==> src/rtl/onehot_scan_decoder_pkg.sv <==
// Shared types and helpers for the registered one-hot scan decoder.
// Widths here are upper bounds; the top truncates to its own OUT_W.
package onehot_scan_decoder_pkg;

  localparam int unsigned SEL_W_MAX = 8;
  localparam int unsigned OUT_W_MAX = 1 << SEL_W_MAX;

  typedef enum logic [1:0] {
    DECODE    = 2'b00,
    SCAN_UP   = 2'b01,
    SCAN_DOWN = 2'b10,
    BLANK     = 2'b11
  } mode_e;

  typedef enum logic [1:0] {
    IDLE = 2'd0,
    HOLD = 2'd1,
    SCAN = 2'd2
  } state_e;

  function automatic logic [OUT_W_MAX-1:0] onehot(input logic [SEL_W_MAX-1:0] sel);
    logic [OUT_W_MAX-1:0] v;
    v      = '0;
    v[sel] = 1'b1;
    return v;
  endfunction

endpackage

==> src/rtl/scan_prescaler.sv <==
// Dwell prescaler: counts enabled cycles and ticks when the count reaches div.
// A tick returns the count to zero, so each dwell lasts div+1 enabled cycles.
module scan_prescaler #(
  parameter int unsigned DIV_W = 16
) (
  input  logic             clk,
  input  logic             rst,
  input  logic             clr,
  input  logic             en,
  input  logic [DIV_W-1:0] div,
  output logic [DIV_W-1:0] cnt,
  output logic             tick
);

  logic [DIV_W-1:0] cnt_q, cnt_d;

  assign tick = en & (cnt_q == div);
  assign cnt  = cnt_q;

  always_comb begin
    cnt_d = cnt_q;
    if (clr || tick) begin
      cnt_d = '0;
    end else if (en) begin
      cnt_d = cnt_q + 1'b1;
    end
  end

  always_ff @(posedge clk) begin
    if (rst) begin
      cnt_q <= '0;
    end else begin
      cnt_q <= cnt_d;
    end
  end

endmodule

==> src/rtl/onehot_scan_decoder.sv <==
// Registered binary-to-one-hot decoder with held decode, blanking and
// auto-scan modes driven through a valid/ready command port.
module onehot_scan_decoder
  import onehot_scan_decoder_pkg::*;
#(
  parameter int unsigned SEL_W = 3,
  parameter int unsigned DIV_W = 16
) (
  input  logic                   clk,
  input  logic                   rst,
  input  logic                   in_valid,
  output logic                   in_ready,
  input  logic [1:0]             in_mode,
  input  logic [SEL_W-1:0]       in_sel,
  input  logic [DIV_W-1:0]       in_div,
  input  logic                   en,
  output logic [(1<<SEL_W)-1:0]  out,
  output logic                   out_valid,
  output logic [SEL_W-1:0]       idx,
  output logic                   wrap
);

  localparam int unsigned OUT_W = 1 << SEL_W;

  state_e             state_q, state_d;
  logic [SEL_W-1:0]   idx_q, idx_d;
  logic [DIV_W-1:0]   div_q, div_d;
  logic               dir_up_q, dir_up_d;
  logic               wrap_q, wrap_d;
  logic [OUT_W-1:0]   out_q, out_d;
  logic               out_valid_q;
  logic               in_scan, tick, accept;
  logic [DIV_W-1:0]   cnt_unused;
  mode_e              mode;

  assign in_scan = (state_q == SCAN);
  assign mode    = mode_e'(in_mode);

  // Outside SCAN the prescaler is frozen; a scan command restarts it at zero.
  scan_prescaler #(.DIV_W(DIV_W)) u_prescaler (
    .clk  (clk),
    .rst  (rst),
    .clr  (accept),
    .en   (en & in_scan),
    .div  (div_q),
    .cnt  (cnt_unused),
    .tick (tick)
  );

  assign in_ready = ~in_scan | tick;
  assign accept   = in_valid & in_ready;

  always_comb begin
    state_d  = state_q;
    idx_d    = idx_q;
    div_d    = div_q;
    dir_up_d = dir_up_q;
    wrap_d   = 1'b0;
    if (accept) begin
      unique case (mode)
        DECODE: begin
          idx_d   = in_sel;
          state_d = HOLD;
        end
        SCAN_UP, SCAN_DOWN: begin
          idx_d    = in_sel;
          div_d    = in_div;
          dir_up_d = (mode == SCAN_UP);
          state_d  = SCAN;
        end
        default: state_d = IDLE;
      endcase
    end else if (in_scan && tick) begin
      // A command landing on the same tick takes priority over this step.
      if (dir_up_q) begin
        idx_d  = idx_q + 1'b1;
        wrap_d = (idx_q == {SEL_W{1'b1}});
      end else begin
        idx_d  = idx_q - 1'b1;
        wrap_d = (idx_q == '0);
      end
    end
    out_d = (state_d == IDLE) ? '0 : OUT_W'(onehot(SEL_W_MAX'(idx_d)));
  end

  always_ff @(posedge clk) begin
    if (rst) begin
      state_q     <= IDLE;
      idx_q       <= '0;
      div_q       <= '0;
      dir_up_q    <= 1'b1;
      wrap_q      <= 1'b0;
      out_q       <= '0;
      out_valid_q <= 1'b0;
    end else begin
      state_q     <= state_d;
      idx_q       <= idx_d;
      div_q       <= div_d;
      dir_up_q    <= dir_up_d;
      wrap_q      <= wrap_d;
      out_q       <= out_d;
      out_valid_q <= (out_d != '0);
    end
  end

  assign out       = out_q;
  assign out_valid = out_valid_q;
  assign idx       = idx_q;
  assign wrap      = wrap_q;

endmodule
==> config.mk <==
export PLATFORM = sky130hd
export DESIGN_NAME = onehot_scan_decoder
export DESIGN_NICKNAME = d
export VERILOG_FILES = /design/src/rtl/onehot_scan_decoder_pkg.sv /design/src/rtl/scan_prescaler.sv /design/src/rtl/onehot_scan_decoder.sv
export SDC_FILE = /design/constraint.sdc
export NUM_CORES = 1
export LEC_CHECK = 0
export ABC_AREA = 1
export ABC_CLOCK_PERIOD_IN_PS = 3110
export CAP_MARGIN = 25
export CORE_UTILIZATION = 50
export CTS_BUF_LIST = sky130_fd_sc_hd__clkbuf_16
export CTS_CLUSTER_DIAMETER = 120
export DETAILED_ROUTE_END_ITERATION = 6
export PLACE_DENSITY = 0.75
export SYNTH_ARGS = -nofsm -noshare
export SYNTH_HDL_FRONTEND = slang
export SYNTH_SLANG_ARGS = --single-unit
export TNS_END_PERCENT = 20
==> constraint.sdc <==
create_clock -name clk -period 3.11 [get_ports clk]
set_input_delay 0.933 -clock clk [delete_from_list [all_inputs] [get_ports clk]]
set_output_delay 0.933 -clock clk [all_outputs]
set_load 0.01 [all_outputs]
==> results.yml, run 1 <==
place:
  portBuffers: 38
  dp.cells: 445
  place_area_sq_um: 2940
  place_congestion: 0.873
  dp_hpwl_um: 3940
finish:
  syn_to_final_growth_pct: 28.3
  fin_area_sq_um: 3140
  multi_input_area_sq_um: 1280
  n_antenna_cell: 0
  nets: 415
  final_layout_size_suffix_gt1_frac: 0.130
  seq_area_sq_um: 961
  fill_cells: 408
  fin_cells: 453
global_route:
  grt_pass1_wl_um: 8800
  grt_usage: 0.219
  grt_max_degree: 21
  grt_pass1_vias: 2054
  grt_overflow: 0
  antenna_found_initial: 0
worst_setup_path:
  path_class: "primary input to output port"
  cp-start-kind: "primary input"
  critPathMaxFanout: 2
  crit_required_ns: 2.18
  rr_worst_depth: 10
  arrival_ns: 1.94
  end_kind: "output port"
yosys:
  yosys_warnings: 0
  yosysSeqAreaShare: 0.393
  ys_ff_latch: 48
  yosys-top-cells-count: "nand2_1, dfxtp_1, inv_1"
  synthesis.area_sq_um: 2450
  synth_top_cells_by_area: "dfxtp_1, nand2_1, inv_1"
  syn_inst: 339
  yosysMostFrequentCell: "nand2_1"
  yosysTopAreaCellShare: 0.393
  avgSynthCellArea_sq_um: 7.22
  synth_edf_count: 0
  synth_top_area_cell: "dfxtp_1"
  yosysUniqueCellTypes: 32
  synth_fp_nets: 369
  async_reset_ff_frac: 0
  ys.flop_type: "dfxtp_1"
detailed_routing:
  route.met2.wl_um: 2500
  finalWirelength_um: 5180
  wl_met1_um: 2460
  drtIter0Drc: 81
  antenna_left: 0
  drcViolationCount: 0
  top_layer: "met4"
  via_per_inst: 4.82
  avgRoutedWirePerCell_um: 11.4
  via_count: 2185
  dr_wl_met3_um: 135
  dr.pass1.iters: 4
cts:
  clockBufferDepth: 2
  cts_setup_buffers: 0
  ctsHoldBuffers: 0
  clock_latency_ns: 0.29
  post_cts_resized: 6
  numClockSinks: 48
  ctsRootBufferMaster: "clkbuf_16"
  htreeDepth: 2
  numCtsBuffers: 5
  cts_tree: "built"
  path_clk_slew_ns: 0.06
timing:
  finClkSkew_ns: 0.00558
  final-setup-viol-count: 0
  worst_pin_slew_ns: 0.366
  final_hold_viol_count: 0
  fin_crit_ns: 2.88
  worst_hold_slack_ns: 0.471
  max_slew_margin: 0.754
  tns_ns: 0
  fin_crit_sh: 0.925
  rsz0062_at_grt: "no"
  slew_violations: 0
  timing.fmax_mhz: 348
floorplan:
  start_util: 0.518
  fp.dieW_um: 72.0
  rows: 25
  core_area_sq_um: 4720
  ios: 39
  dieArea_sq_um: 5180
  die_h_um: 72.0
power:
  peakVddDrop_mv: 0.282
  powerDensity_nw_per_um2: 513
  p_leak_uw: 0.00132
outcome:
  status: "complete, no violations"
job:
  maxCapViolations: 0
hold_path:
  min_path_cells: 2
  hold_class: "flop to flop"
## cells by family (layout without fill, tap and decap cells)
group,after synthesis,in the layout,share of synthesized area
buffers and inverters,55,102,0.0900
xor gates and xnor gates,15,15,0.0537
and+or+nand+nor,171,171,0.335
DFF,48,48,0.393
AOI/OAI and AO/OA,45,45,0.0997
adders and majority gates,5,5,0.0286
## area by class of cell
| cell class | count | area share |
|---|---|---|
| clock buffer | 5 | 0.0398 |
| clock inverter | 3 | 0.0219 |
| sequential | 48 | 0.306 |
| tap | 67 | 0.0267 |
| timing repair buffer | 44 | 0.139 |
| inverter | 50 | 0.0598 |
| multi-input combinational | 236 | 0.406 |
## metrics by stage
step | utilization | total power, uW | setup WS, ns
floorplan | - | 835 | 0.571
global placement | 0.622 | 922 | -0.363
detailed placement | 0.622 | 924 | -0.406
CTS | 0.665 | 1620 | 0.232
global route | 0.665 | 1680 | 0.180
finish | 0.665 | 1610 | 0.234
## layout by cell type, fill, tap and decap left out
cell type,instances
xnor2_1,4
a21oi_1,22
inv_6,1
dlygate4sd2_1,1
nor3b_2,1
nor4_1,1
inv_2,9
nand3_1,12
clkdlybuf4s50_1,36
xor2_1,11
nor2_1,32
o21ai_0,17
nor4b_1,2
buf_4,5
clkdlybuf4s15_2,1
fa_1,1
nand2_4,5
bufinv_16,2
a21oi_2,1
o21ai_2,2
nand3_2,2
nor2_2,5
nor3_1,2
dfxtp_1,48
nand2_2,5
nand4_1,7
nor3b_1,2
nand3_4,2
a211oi_1,2
buf_12,1
inv_1,41
o211ai_1,1
nor2_4,3
clkbuf_16,5
ha_1,4
nand2_1,90
## per-layer routing
metal	vias to the layer above	global-route usage
met5	-	0
met4	0	0.0741
met3	8	0.0389
met2	30	0.375
met1	994	0.279
li1	1153	-
## critical path, stage by stage
cell and delay (ns):
dlygate4sd2_1 0.24, inv_2 0.05, nor2_4 0.12, nand3_2 0.10
nor2_4 0.12, nand3_4 0.09, nand2_4 0.07, clkdlybuf4s15_2 0.21
## where the power goes
part / leakage, uW / switching [uW] / internal [uW]
logic: 0.000834 / 142 / 109
clock network: 0.0000944 / 236 / 463
registers: 0.000391 / 18.6 / 642
## sequential cells by signal (all words and copies together), names as in the netlist
register / flops
idx: 3
u_prescaler.cnt: 16
div_q: 16
wrap: 1
out: 8
state_q: 2
dir_up_q: 1
out_valid: 1
## path summary, 6_finish.rpt
path                           start  endpoint  slack, ns
setup reg to reg  u_prescaler.cnt[9]  div_q[4]       1.11
hold / removal              div_q[2]  div_q[2]       0.47
setup / recovery                  en  in_ready       0.23
hold reg to reg             div_q[2]  div_q[2]       0.47
Power figures use the tool's default switching activity.
==> inputs of run 2 (changes only) <==
- CAP_MARGIN: 25 -> unset
- CORE_UTILIZATION: 50 -> 45
- PLACE_DENSITY: 0.75 -> 0.69
==> run 2 against run 1 <==
Against the previous run:
- flip-flop and latch count is the same
- core utilization shrank 6.4 points
- critical path depth is the same
- worst hold slack worse by 0.0066 ns
- via count shrank 2.0%
- die area is 11% higher
- global-route usage fell by 1.2 points
- final cell count rose by 0.66%
- fmax grew 0.31%
- sequential power is essentially flat
- first-iteration DRC count grew 20%
- critical endpoint unchanged
- largest cell class unchanged
- highest routed layer unchanged
==> results.yml, run 2 (same netlist as run 1, synthesis figures left out) <==
worst_setup_path:
  arrival_ns: 1.93
  worstReg2RegEnd: "out[5]"
  r2r_setup_slack_ns: 0.98
  path_class: "primary input to output port"
  end_kind: "output port"
  critPathMaxFanout: 2
  cp-start-kind: "primary input"
  endpoint: "in_ready"
  crit_start: "en"
  rr_worst_depth: 12
  reg2reg_from: "div_q[9]"
  crit_required_ns: 2.18
power:
  peakVddDrop_mv: 0.325
  p_leak_uw: 0.00130
  powerDensity_nw_per_um2: 494
  total_power_uw: 1540
cts:
  path_clk_slew_ns: 0.06
  ctsRootBufferMaster: "clkbuf_16"
  clock_latency_ns: 0.29
  numCtsBuffers: 5
  htreeDepth: 2
  cts_setup_buffers: 0
  clockBufferDepth: 2
  numClockSinks: 48
  cts_tree: "built"
timing:
  timing.fmax_mhz: 349
  slew_violations: 0
  final_hold_viol_count: 0
  finClkSkew_ns: 0.00268
  setup_slack_ns: 0.243
  rsz0062_at_grt: "no"
  fin_crit_ns: 2.87
  final-setup-viol-count: 0
  max_slew_margin: 0.732
  fin_crit_sh: 0.922
  worst_pin_slew_ns: 0.399
floorplan:
  rows: 26
  die_h_um: 75.7
  core_area_sq_um: 5170
  ios: 39
  start_util: 0.473
  fp.dieW_um: 75.7
  dieArea_sq_um: 5740
place:
  dp_slack_ns: -0.364
  place_area_sq_um: 2930
  portBuffers: 38
  place_congestion: 0.827
  dp.cells: 448
  dp_hpwl_um: 4010
finish:
  fin_area_sq_um: 3110
  n_antenna_cell: 0
  multi_input_area_sq_um: 1280
  fin_cells: 456
  seq_area_sq_um: 961
  syn_to_final_growth_pct: 27.1
  mostFrequentLayoutCells: "nand2_1, dfxtp_1, inv_1"
  final_common_cell: "nand2_1"
  fill_cells: 481
  nets: 415
  final_layout_size_suffix_gt1_frac: 0.130
detailed_routing:
  finalWirelength_um: 5390
  dr.pass1.iters: 4
  drtIter0Drc: 97
  via_count: 2141
  drcViolationCount: 0
  antenna_left: 0
  avgRoutedWirePerCell_um: 11.8
  via_per_inst: 4.70
global_route:
  grt_max_degree: 20
  grt_pass1_vias: 1977
  grt_usage: 0.207
  grt_pass1_wl_um: 8780
  antenna_found_initial: 0
  grt_overflow: 0
outcome:
  status: "complete, no violations"
hold_path:
  hold_class: "flop to flop"
job:
  maxCapViolations: 0
## run 2: cell types whose count changed in the layout (fill, tap and decap cells not counted), sizes merged
cell / previous run / this run
clkinv: 0 / 2
bufinv: 2 / 1
inv: 51 / 50
## run 2: area by class of cell
class	instances	share of cell area
repair buffers	44	0.137
multi-input cells	236	0.410
well taps	70	0.0282
clock inverters	3	0.0153
clock buffers	5	0.0402
inverters	50	0.0603
flip-flops and latches	48	0.309
## run 2: report_power, final
| group | total (uW) | internal, uW | leakage, uW | switching (uW) |
|---|---|---|---|---|
| sequential | 660 | 642 | 0.000391 | 18.1 |
| combinational | 253 | 107 | 0.000828 | 146 |
| clock | 622 | 382 | 0.0000840 | 240 |
| total | 1540 | 1130 | 0.00130 | 404 |
## run 2: how the worst min path moves through the flow
stage               from   endpoint  depth (start not counted)
6_report       div_q[11]  div_q[11]                          2
3_3_place_gp   div_q[14]  div_q[14]                          2
2_1_floorplan   div_q[4]   div_q[4]                          2
5_1_grt         div_q[2]   div_q[2]                          2
3_5_place_dp   div_q[11]  div_q[11]                          2
4_1_cts        div_q[11]  div_q[11]                          2
## run 2: what timing repair did
action                     CTS  global route
gates resized for setup      6             0
hold buffers                 0             0
setup endpoints to repair    1             0
## run 2: worst max-delay path, cell delays in order
cell and delay [ns]:
dlygate4sd2_1 0.23, inv_2 0.05, nor2_4 0.12, nand3_2 0.11
nor2_4 0.13, nand3_4 0.09, nand2_4 0.07, clkdlybuf4s15_2 0.21
## run 2: routing by layer
layer / global-route usage / routed length [um] / vias up
met3: 0.0476 / 204 / 6
met1: 0.273 / 2660 / 949
met5: 0 / 0 / -
li1: - / - / 1150
met2: 0.340 / 2460 / 36
met4: 0.0556 / 57 / 0
## run 2: metrics by stage
stage          setup TNS [ns]  hold WS, ns  utilization
5_1_grt                     0        0.488        0.601
3_5_place_dp           -0.364        0.459        0.566
2_1_floorplan               0        0.444            -
3_3_place_gp           -0.339        0.453        0.566
6_report                    0        0.464        0.601
4_1_cts                     0        0.470        0.601
